File: src/rtl/sdram_port_arbiter.sv
// sdram_port_arbiter
// Shares the single SDRAM command port between the ROM-download write channel
// and the sound core's wave-sample read channel. One pending request is held
// per channel. Writes win by default, but a waiting read is forced through
// after AGE_MAX consecutive write grants. Every command is a one-cycle mem_req
// followed by a wait for mem_ack, bounded by TIMEOUT cycles.
//
// Optional feature macro: SDRAM_ARB_CACHE_EN
//   When defined, the last completed read word (address + data) is kept. A
//   wave_rd to that address is answered one cycle later without touching the
//   SDRAM. Any finished write invalidates the entry.

module sdram_port_arbiter #(
   parameter logic [7:0] WAVE_INDEX = 8'd2,
   parameter int         AGE_MAX    = 4,
   parameter int         TIMEOUT    = 255
) (
   input  logic        clk_sys,
   input  logic        reset_n,
   input  logic        dl_wr,
   input  logic [7:0]  dl_index,
   input  logic [24:0] dl_addr,
   input  logic [7:0]  dl_data,
   output logic        dl_wait,
   input  logic        wave_rd,
   input  logic [19:0] wave_addr,
   output logic [15:0] wave_data,
   output logic        wave_valid,
   output logic        mem_req,
   output logic        mem_we,
   output logic [24:0] mem_addr,
   output logic [7:0]  mem_wdata,
   input  logic        mem_ack,
   input  logic [15:0] mem_rdata,
   output logic        err_timeout
);

   // Counter widths: age saturates at AGE_MAX, timer counts 0..TIMEOUT-1
   localparam int AGE_W = (AGE_MAX < 1) ? 1 : $clog2(AGE_MAX + 1);
   localparam int TMR_W = (TIMEOUT < 2) ? 1 : $clog2(TIMEOUT);
   localparam logic [AGE_W-1:0] AGE_LIM  = AGE_W'(AGE_MAX);
   localparam logic [TMR_W-1:0] TMR_LAST = TMR_W'(TIMEOUT - 1);

   typedef enum logic [1:0] {
      ST_IDLE  = 2'd0,
      ST_ISSUE = 2'd1,
      ST_WAIT  = 2'd2
   } state_t;

   state_t            state_reg, state_next;

   // Pending requests
   logic              wr_pend_reg, wr_pend_next;
   logic [24:0]       wr_addr_reg, wr_addr_next;
   logic [7:0]        wr_data_reg, wr_data_next;
   logic              rd_pend_reg, rd_pend_next;
   logic [19:0]       rd_addr_reg, rd_addr_next;

   // Arbitration / transaction bookkeeping
   logic [AGE_W-1:0]  age_reg, age_next;
   logic              gnt_we_reg, gnt_we_next;
   logic [TMR_W-1:0]  tmr_reg, tmr_next;

   // Registered outputs
   logic [15:0]       wave_data_reg, wave_data_next;
   logic              wave_valid_reg, wave_valid_next;
   logic              mem_req_reg, mem_req_next;
   logic              mem_we_reg, mem_we_next;
   logic [24:0]       mem_addr_reg, mem_addr_next;
   logic [7:0]        mem_wdata_reg, mem_wdata_next;
   logic              err_timeout_reg, err_timeout_next;

   // End-of-transaction decode for the granted channel
   logic              wait_ack;
   logic              wait_tmo;
   logic              wr_clr;
   logic              rd_clr;
   logic              wr_take;
   logic              rd_take;
   logic              cache_hit;
   logic [15:0]       cache_word;

   assign wait_ack = (state_reg == ST_WAIT) && mem_ack;
   assign wait_tmo = (state_reg == ST_WAIT) && !mem_ack && (tmr_reg == TMR_LAST);
   assign wr_clr   = (wait_ack || wait_tmo) && gnt_we_reg;
   assign rd_clr   = (wait_ack || wait_tmo) && !gnt_we_reg;

   // A download byte is accepted when the slot is free or being freed this
   // cycle; a byte arriving while the slot is still busy is dropped.
   assign wr_take  = dl_wr && (dl_index == WAVE_INDEX) && (!wr_pend_reg || wr_clr);
   assign rd_take  = wave_rd && !cache_hit;

`ifdef SDRAM_ARB_CACHE_EN
   logic              cache_valid_reg, cache_valid_next;
   logic [19:0]       cache_addr_reg, cache_addr_next;
   logic [15:0]       cache_data_reg, cache_data_next;

   // A hit is only taken while no read is outstanding, so it can never collide
   // with a completing SDRAM read on wave_data, and never while a write lands.
   assign cache_hit  = wave_rd && cache_valid_reg && !rd_pend_reg && !wr_clr &&
                       (wave_addr == cache_addr_reg);
   assign cache_word = cache_data_reg;

   // Cache fill on read completion, invalidate on any finished write
   always_comb begin
      cache_valid_next = cache_valid_reg;
      cache_addr_next  = cache_addr_reg;
      cache_data_next  = cache_data_reg;
      if (wait_ack && !gnt_we_reg) begin
         cache_valid_next = 1'b1;
         cache_addr_next  = mem_addr_reg[20:1];
         cache_data_next  = mem_rdata;
      end
      if (wr_clr) begin
         cache_valid_next = 1'b0;
      end
   end

   // Cache registers
   always_ff @(posedge clk_sys or negedge reset_n) begin
      if (!reset_n) begin
         cache_valid_reg <= 1'b0;
         cache_addr_reg  <= '0;
         cache_data_reg  <= '0;
      end else begin
         cache_valid_reg <= cache_valid_next;
         cache_addr_reg  <= cache_addr_next;
         cache_data_reg  <= cache_data_next;
      end
   end
`else
   assign cache_hit  = 1'b0;
   assign cache_word = 16'h0000;
`endif

   // Arbitration FSM, request capture and output next-state
   always_comb begin
      state_next       = state_reg;
      wr_pend_next     = wr_pend_reg;
      wr_addr_next     = wr_addr_reg;
      wr_data_next     = wr_data_reg;
      rd_pend_next     = rd_pend_reg;
      rd_addr_next     = rd_addr_reg;
      age_next         = age_reg;
      gnt_we_next      = gnt_we_reg;
      tmr_next         = tmr_reg;
      wave_data_next   = wave_data_reg;
      wave_valid_next  = 1'b0;
      mem_req_next     = 1'b0;
      mem_we_next      = mem_we_reg;
      mem_addr_next    = mem_addr_reg;
      mem_wdata_next   = mem_wdata_reg;
      err_timeout_next = err_timeout_reg;

      case (state_reg)
         ST_IDLE: begin
            if (wr_pend_reg && (!rd_pend_reg || (age_reg < AGE_LIM))) begin
               gnt_we_next    = 1'b1;
               mem_req_next   = 1'b1;
               mem_we_next    = 1'b1;
               mem_addr_next  = wr_addr_reg;
               mem_wdata_next = wr_data_reg;
               if (age_reg < AGE_LIM) begin
                  age_next = age_reg + AGE_W'(1);
               end
               state_next     = ST_ISSUE;
            end else if (rd_pend_reg) begin
               gnt_we_next    = 1'b0;
               mem_req_next   = 1'b1;
               mem_we_next    = 1'b0;
               mem_addr_next  = {4'b0000, rd_addr_reg, 1'b0};
               age_next       = '0;
               state_next     = ST_ISSUE;
            end
         end
         ST_ISSUE: begin
            // mem_req is high during this cycle; start the ack timer
            tmr_next   = '0;
            state_next = ST_WAIT;
         end
         ST_WAIT: begin
            if (wait_ack) begin
               if (!gnt_we_reg) begin
                  wave_data_next  = mem_rdata;
                  wave_valid_next = 1'b1;
               end
               state_next = ST_IDLE;
            end else if (wait_tmo) begin
               err_timeout_next = 1'b1;
               state_next       = ST_IDLE;
            end else begin
               tmr_next = tmr_reg + TMR_W'(1);
            end
         end
         default: begin
            state_next = ST_IDLE;
         end
      endcase

      if (cache_hit) begin
         wave_valid_next = 1'b1;
         wave_data_next  = cache_word;
      end

      // Clear first so that a same-cycle capture survives
      if (wr_clr) begin
         wr_pend_next = 1'b0;
      end
      if (wr_take) begin
         wr_pend_next = 1'b1;
         wr_addr_next = dl_addr;
         wr_data_next = dl_data;
      end
      if (rd_clr) begin
         rd_pend_next = 1'b0;
      end
      if (rd_take) begin
         rd_pend_next = 1'b1;
         rd_addr_next = wave_addr;
      end

      // Aging only spans an unbroken run of pending writes
      if (!wr_pend_reg) begin
         age_next = '0;
      end
   end

   // State and output registers
   always_ff @(posedge clk_sys or negedge reset_n) begin
      if (!reset_n) begin
         state_reg       <= ST_IDLE;
         wr_pend_reg     <= 1'b0;
         wr_addr_reg     <= '0;
         wr_data_reg     <= '0;
         rd_pend_reg     <= 1'b0;
         rd_addr_reg     <= '0;
         age_reg         <= '0;
         gnt_we_reg      <= 1'b0;
         tmr_reg         <= '0;
         wave_data_reg   <= '0;
         wave_valid_reg  <= 1'b0;
         mem_req_reg     <= 1'b0;
         mem_we_reg      <= 1'b0;
         mem_addr_reg    <= '0;
         mem_wdata_reg   <= '0;
         err_timeout_reg <= 1'b0;
      end else begin
         state_reg       <= state_next;
         wr_pend_reg     <= wr_pend_next;
         wr_addr_reg     <= wr_addr_next;
         wr_data_reg     <= wr_data_next;
         rd_pend_reg     <= rd_pend_next;
         rd_addr_reg     <= rd_addr_next;
         age_reg         <= age_next;
         gnt_we_reg      <= gnt_we_next;
         tmr_reg         <= tmr_next;
         wave_data_reg   <= wave_data_next;
         wave_valid_reg  <= wave_valid_next;
         mem_req_reg     <= mem_req_next;
         mem_we_reg      <= mem_we_next;
         mem_addr_reg    <= mem_addr_next;
         mem_wdata_reg   <= mem_wdata_next;
         err_timeout_reg <= err_timeout_next;
      end
   end

   // dl_wait mirrors the write slot flop: high the cycle after capture,
   // low the cycle after the write finishes.
   assign dl_wait     = wr_pend_reg;
   assign wave_data   = wave_data_reg;
   assign wave_valid  = wave_valid_reg;
   assign mem_req     = mem_req_reg;
   assign mem_we      = mem_we_reg;
   assign mem_addr    = mem_addr_reg;
   assign mem_wdata   = mem_wdata_reg;
   assign err_timeout = err_timeout_reg;

endmodule
File: config.mk
export PLATFORM = sky130hd
export DESIGN_NAME = sdram_port_arbiter
export DESIGN_NICKNAME = d
export VERILOG_FILES = /design/src/rtl/sdram_port_arbiter.sv
export SDC_FILE = /design/constraint.sdc
export NUM_CORES = 1
export LEC_CHECK = 0
export BUFFER_PORTS_ARGS = -buffer_cell sky130_fd_sc_hd__buf_2
export CORE_ASPECT_RATIO = 0.6
export CORE_MARGIN = 5
export CORE_UTILIZATION = 40
export CTS_CLUSTER_DIAMETER = 30
export DETAILED_ROUTE_END_ITERATION = 10
export RECOVER_POWER = 25
export SKIP_CTS_REPAIR_TIMING = 1
export SLEW_MARGIN = 20
export SYNTH_ARGS = -nofsm -noshare
export SYNTH_HDL_FRONTEND = slang
export SYNTH_SLANG_ARGS = --single-unit
export TNS_END_PERCENT = 1
File: constraint.sdc
create_clock -name clk_sys -period 2.5 [get_ports clk_sys]
set_input_delay 0.25 -clock clk_sys [delete_from_list [all_inputs] [get_ports clk_sys]]
set_output_delay 0.25 -clock clk_sys [all_outputs]
set_load 0.005 [all_outputs]
==> metrics.md <==
| Metric | Value |
|---|---|
| Library cell occupying the most area in the post-synthesis netlist | `sky130_fd_sc_hd__dfrtp_1` |
| Delay of the slowest cell on the worst path | `640 ps` |
| Global-route total usage across every layer | `14.9%` |
| Reg2Reg Launch Point | `state_reg[0]` |
| Share of async-settable or async-resettable flops after synthesis | `100%` |
| Synthesized instance count | `352` |
| CTS sink cnt | `121` |
| Power Internal | `0.00477 W` |
| Origin of the worst min-delay path | `dl_addr[14]` |
| Total routed wirelength | `11000 µm` |
| Gate power share | `25.2%` |
| Least-Margin Pin Slew | `1350 ps` |
| Die X | `154 µm` |
| WL/cell | `16.2 µm` |
| Post-synthesis instance area | `5000 µm²` |
| Final net count | `586` |
| Largest fanout on the critical path | `17` |
| Number of cells traversed by the worst register-to-register path | `3` |
| DRC violation total after the first TritonRoute iteration | `85` |
| Antenna-violating nets left | `0` |
| DRC | `0` |
| Top flip-flop cell by instance count after synthesis | `sky130_fd_sc_hd__dfrtp_1` |
| Critical path's top delay family | `simple AND/OR/NAND/NOR gates` |
| First-pass DRT Iterations | `4` |
| Power density over the cells | `1050 nW/µm²` |
| H-tree depth | `4` |
| Data arrival time at the worst-slack endpoint | `2180 ps` |
| Fin Hold WS | `71.4 ps` |
| Reg-to-Reg End | `wave_data[5]` |
| Top cells by instance count after synthesis | `sky130_fd_sc_hd__dfrtp_1 (121), sky130_fd_sc_hd__mux2_2 (47), sky130_fd_sc_hd__mux2_4 (30), sky130_fd_sc_hd__nand2_1 (30), sky130_fd_sc_hd__o21ai_0 (27)` |
| Total half-perimeter wirelength after legalization and detailed placement | `7780 µm` |
| Count of unique library cells instantiated by Yosys | `43` |
| Latest clock arrival within the worst-skew pair | `400 ps` |
| Library cell used as clock root buffer | `sky130_fd_sc_hd__clkbuf_16` |
| GRT met3 Usage | `5.80%` |
| Critical Path End Type | `flop` |
| Count of flip-flops with a built-in enable after synthesis | `0` |
| Synthesized area per cell | `14.2 µm²` |
| Number of top-level design ports | `136` |
| Non-filler instance count after layout | `679` |
| Initial antenna violation count | `2` |
| GR peak layer | `met1` |
| Number of buffers created by CTS | `17` |
| Hold Path Sink | `wr_addr_reg[14]` |
| Via count of the first global-routing pass | `3414` |
| Worst Skew | `7.14 ps` |
| Max_cap viols | `0` |
| Yosys reg bits | `121` |
| Highest attainable clock frequency | `528 MHz` |
| Congestion Overflow GR | `0` |
| Number of vias in the routed layout | `3293` |
| Number of nets produced by synthesis | `437` |
| Part of the power in the clock network | `36.6%` |
| Synth top area cells | `sky130_fd_sc_hd__dfrtp_1 (61%), sky130_fd_sc_hd__mux2_2 (11%), sky130_fd_sc_hd__mux2_4 (9.0%)` |
| Wire length of the first global-routing pass | `17900 µm` |
| Core Rows | `31` |
| Worst slew margin | `9.89%` |
| Max rail drop VDD | `575 µV` |
| Overall power of the completed layout | `0.00686 W` |
| Routing usage on met1 | `21.7%` |
| Cell with the largest stage delay on the worst path | `sky130_fd_sc_hd__and2_1` |
| Gp weighted congestion | `0.808` |
| Data required time of the worst path | `2780 ps` |
| Final setup viols | `0` |
| N_diodes | `0` |
| Met2 GRT Util | `21.1%` |
| Net load switching power | `0.00209 W` |
| Vert. Die Dim | `96.6 µm` |
| Slack of the worst reg-to-reg path | `600 ps` |
| Share of layout cells above drive strength 1 | `49.8%` |
| Sequential share of the synthesized area | `60.5%` |
| Vias per std cell | `4.85` |
| Finished Core Util | `53.8%` |
| Unrepaired setup endpoints after global routing | `false` |
| Clock tree from TritonCTS | `yes` |
| Port Buffer Count | `135` |
| Series of cell instances along the critical path | `nor3b_1 > and2_1 > mux2_2` |
| Final count of hold timing violations | `0` |
| Aggregate negative setup slack | `0 ps` |
| Placeable core area | `12100 µm²` |
| Die area | `14900 µm²` |
| Hold Path Class | `input port to flop` |
| Number of buffers and inverters on the critical path | `0` |
| Seq pwr share | `38.2%` |
| Most instantiated library cell after synthesis | `sky130_fd_sc_hd__dfrtp_1` |
| Largest net degree at the start of global routing | `51` |
| Yosys synthesis warning count | `0` |
| Clock period minus final worst setup slack | `1900 ps` |
| Filler Cell Count | `1045` |
| Critical path class | `flop to flop` |
| Proportion of netlist area held by the largest area contributor | `60.5%` |
| Clock Tree Buf Depth | `2` |
| Placed instance count | `646` |
| Worst setup path startpoint | `state_reg[0]` |
| Startpoint types | `flop` |
| Crit share post-route | `75.8%` |
| Outcome | `completed` |
| Worst-path clk slew | `60 ps` |
| Fraction of power spent switching nets | `30.5%` |
| Max Transition Viols Final | `0` |
| Area growth from synthesis to layout | `30.5%` |
| Number of cells traversed by the worst hold path | `2` |
| Effective utilization at floorplan | `41.2%` |
| P_leak | `3.45 nW` |
final cells by class:
| type | count | area, µm² | share of cell area, % |
|---|---|---|---|
| clock buffer | 17 | 425 | 6.51 |
| clock inverter | 15 | 190 | 2.91 |
| inverter | 5 | 18.8 | 0.287 |
| multi-input combinational | 211 | 1890 | 28.9 |
| sequential | 121 | 3030 | 46.4 |
| tap | 165 | 206 | 3.16 |
| timing repair buffer | 145 | 774 | 11.9 |
logic make-up after synthesis:
| family | synth area share [%] |
|---|---|
| XOR/XNOR | 0.175 |
| AO/OA/AOI/OAI | 5.55 |
| AND/OR/NAND/NOR | 6.85 |
| flip-flops | 60.5 |
| adder cells (fa/ha/maj) | 0.750 |
| buffers and inverters | 2.20 |
| multiplexers | 24.0 |
placed cells by master, fill, tap and decap left out, types with 5 or more instances in the layout:
cell / Yosys / final
sky130_fd_sc_hd__nand3_1: 5 / 5
sky130_fd_sc_hd__nor2_1: 6 / 6
sky130_fd_sc_hd__buf_2: 7 / 131
sky130_fd_sc_hd__mux2_4: 30 / 30
sky130_fd_sc_hd__buf_4: 1 / 7
sky130_fd_sc_hd__a22o_1: 5 / 5
sky130_fd_sc_hd__clkbuf_16: 0 / 17
sky130_fd_sc_hd__nand2_1: 30 / 30
sky130_fd_sc_hd__mux2_2: 47 / 47
sky130_fd_sc_hd__inv_6: 0 / 5
sky130_fd_sc_hd__inv_1: 5 / 5
sky130_fd_sc_hd__dfrtp_1: 121 / 121
sky130_fd_sc_hd__o21ai_0: 27 / 26
sky130_fd_sc_hd__mux2i_1: 22 / 22
sky130_fd_sc_hd__clkinv_4: 0 / 5
layer usage:
layer | part of all wire [%] | vias to the layer above
li1 | - | 1558
met1 | 50 | 1616
met3 | 7.2 | 14
met2 | 42 | 101
met4 | 0.77 | 4
met5 | 0.13 | -
worst max-delay path by stage:
stage	end	slack (ps)	cells past startpoint
6_report	wave_data[5]	600	3
5_1_grt	wave_data[5]	410	3
4_1_cts	wave_data[5]	570	3
3_5_place_dp	wave_data[0]	590	3
3_3_place_gp	wr_addr_reg[9]	640	7
2_1_floorplan	wr_addr_reg[0]	820	7
power by group through the flow:
stage                     sequential (W)  clock [W]  combinational, W
after floorplan                  0.00263          0          0.000990
after global placement           0.00265          0           0.00173
after detailed placement         0.00265          0           0.00177
after CTS                        0.00262    0.00257           0.00177
after global routing             0.00268    0.00267           0.00192
final                            0.00262    0.00251           0.00173
worst reg2reg max path, stage by stage, from the launching register on:
cell and delay [ps]:
sky130_fd_sc_hd__dfrtp_1 460, sky130_fd_sc_hd__nor3b_1 260, sky130_fd_sc_hd__and2_1 640, sky130_fd_sc_hd__mux2_2 420
metrics by stage:
step / worst slack, ps / area (µm²)
after floorplan: 818 / 5000
after global placement: 636 / 5910
final: 605 / 6530
after CTS: 569 / 6530
after detailed placement: 588 / 5910
after global routing: 414 / 6530
Power figures use the tool's default switching activity.
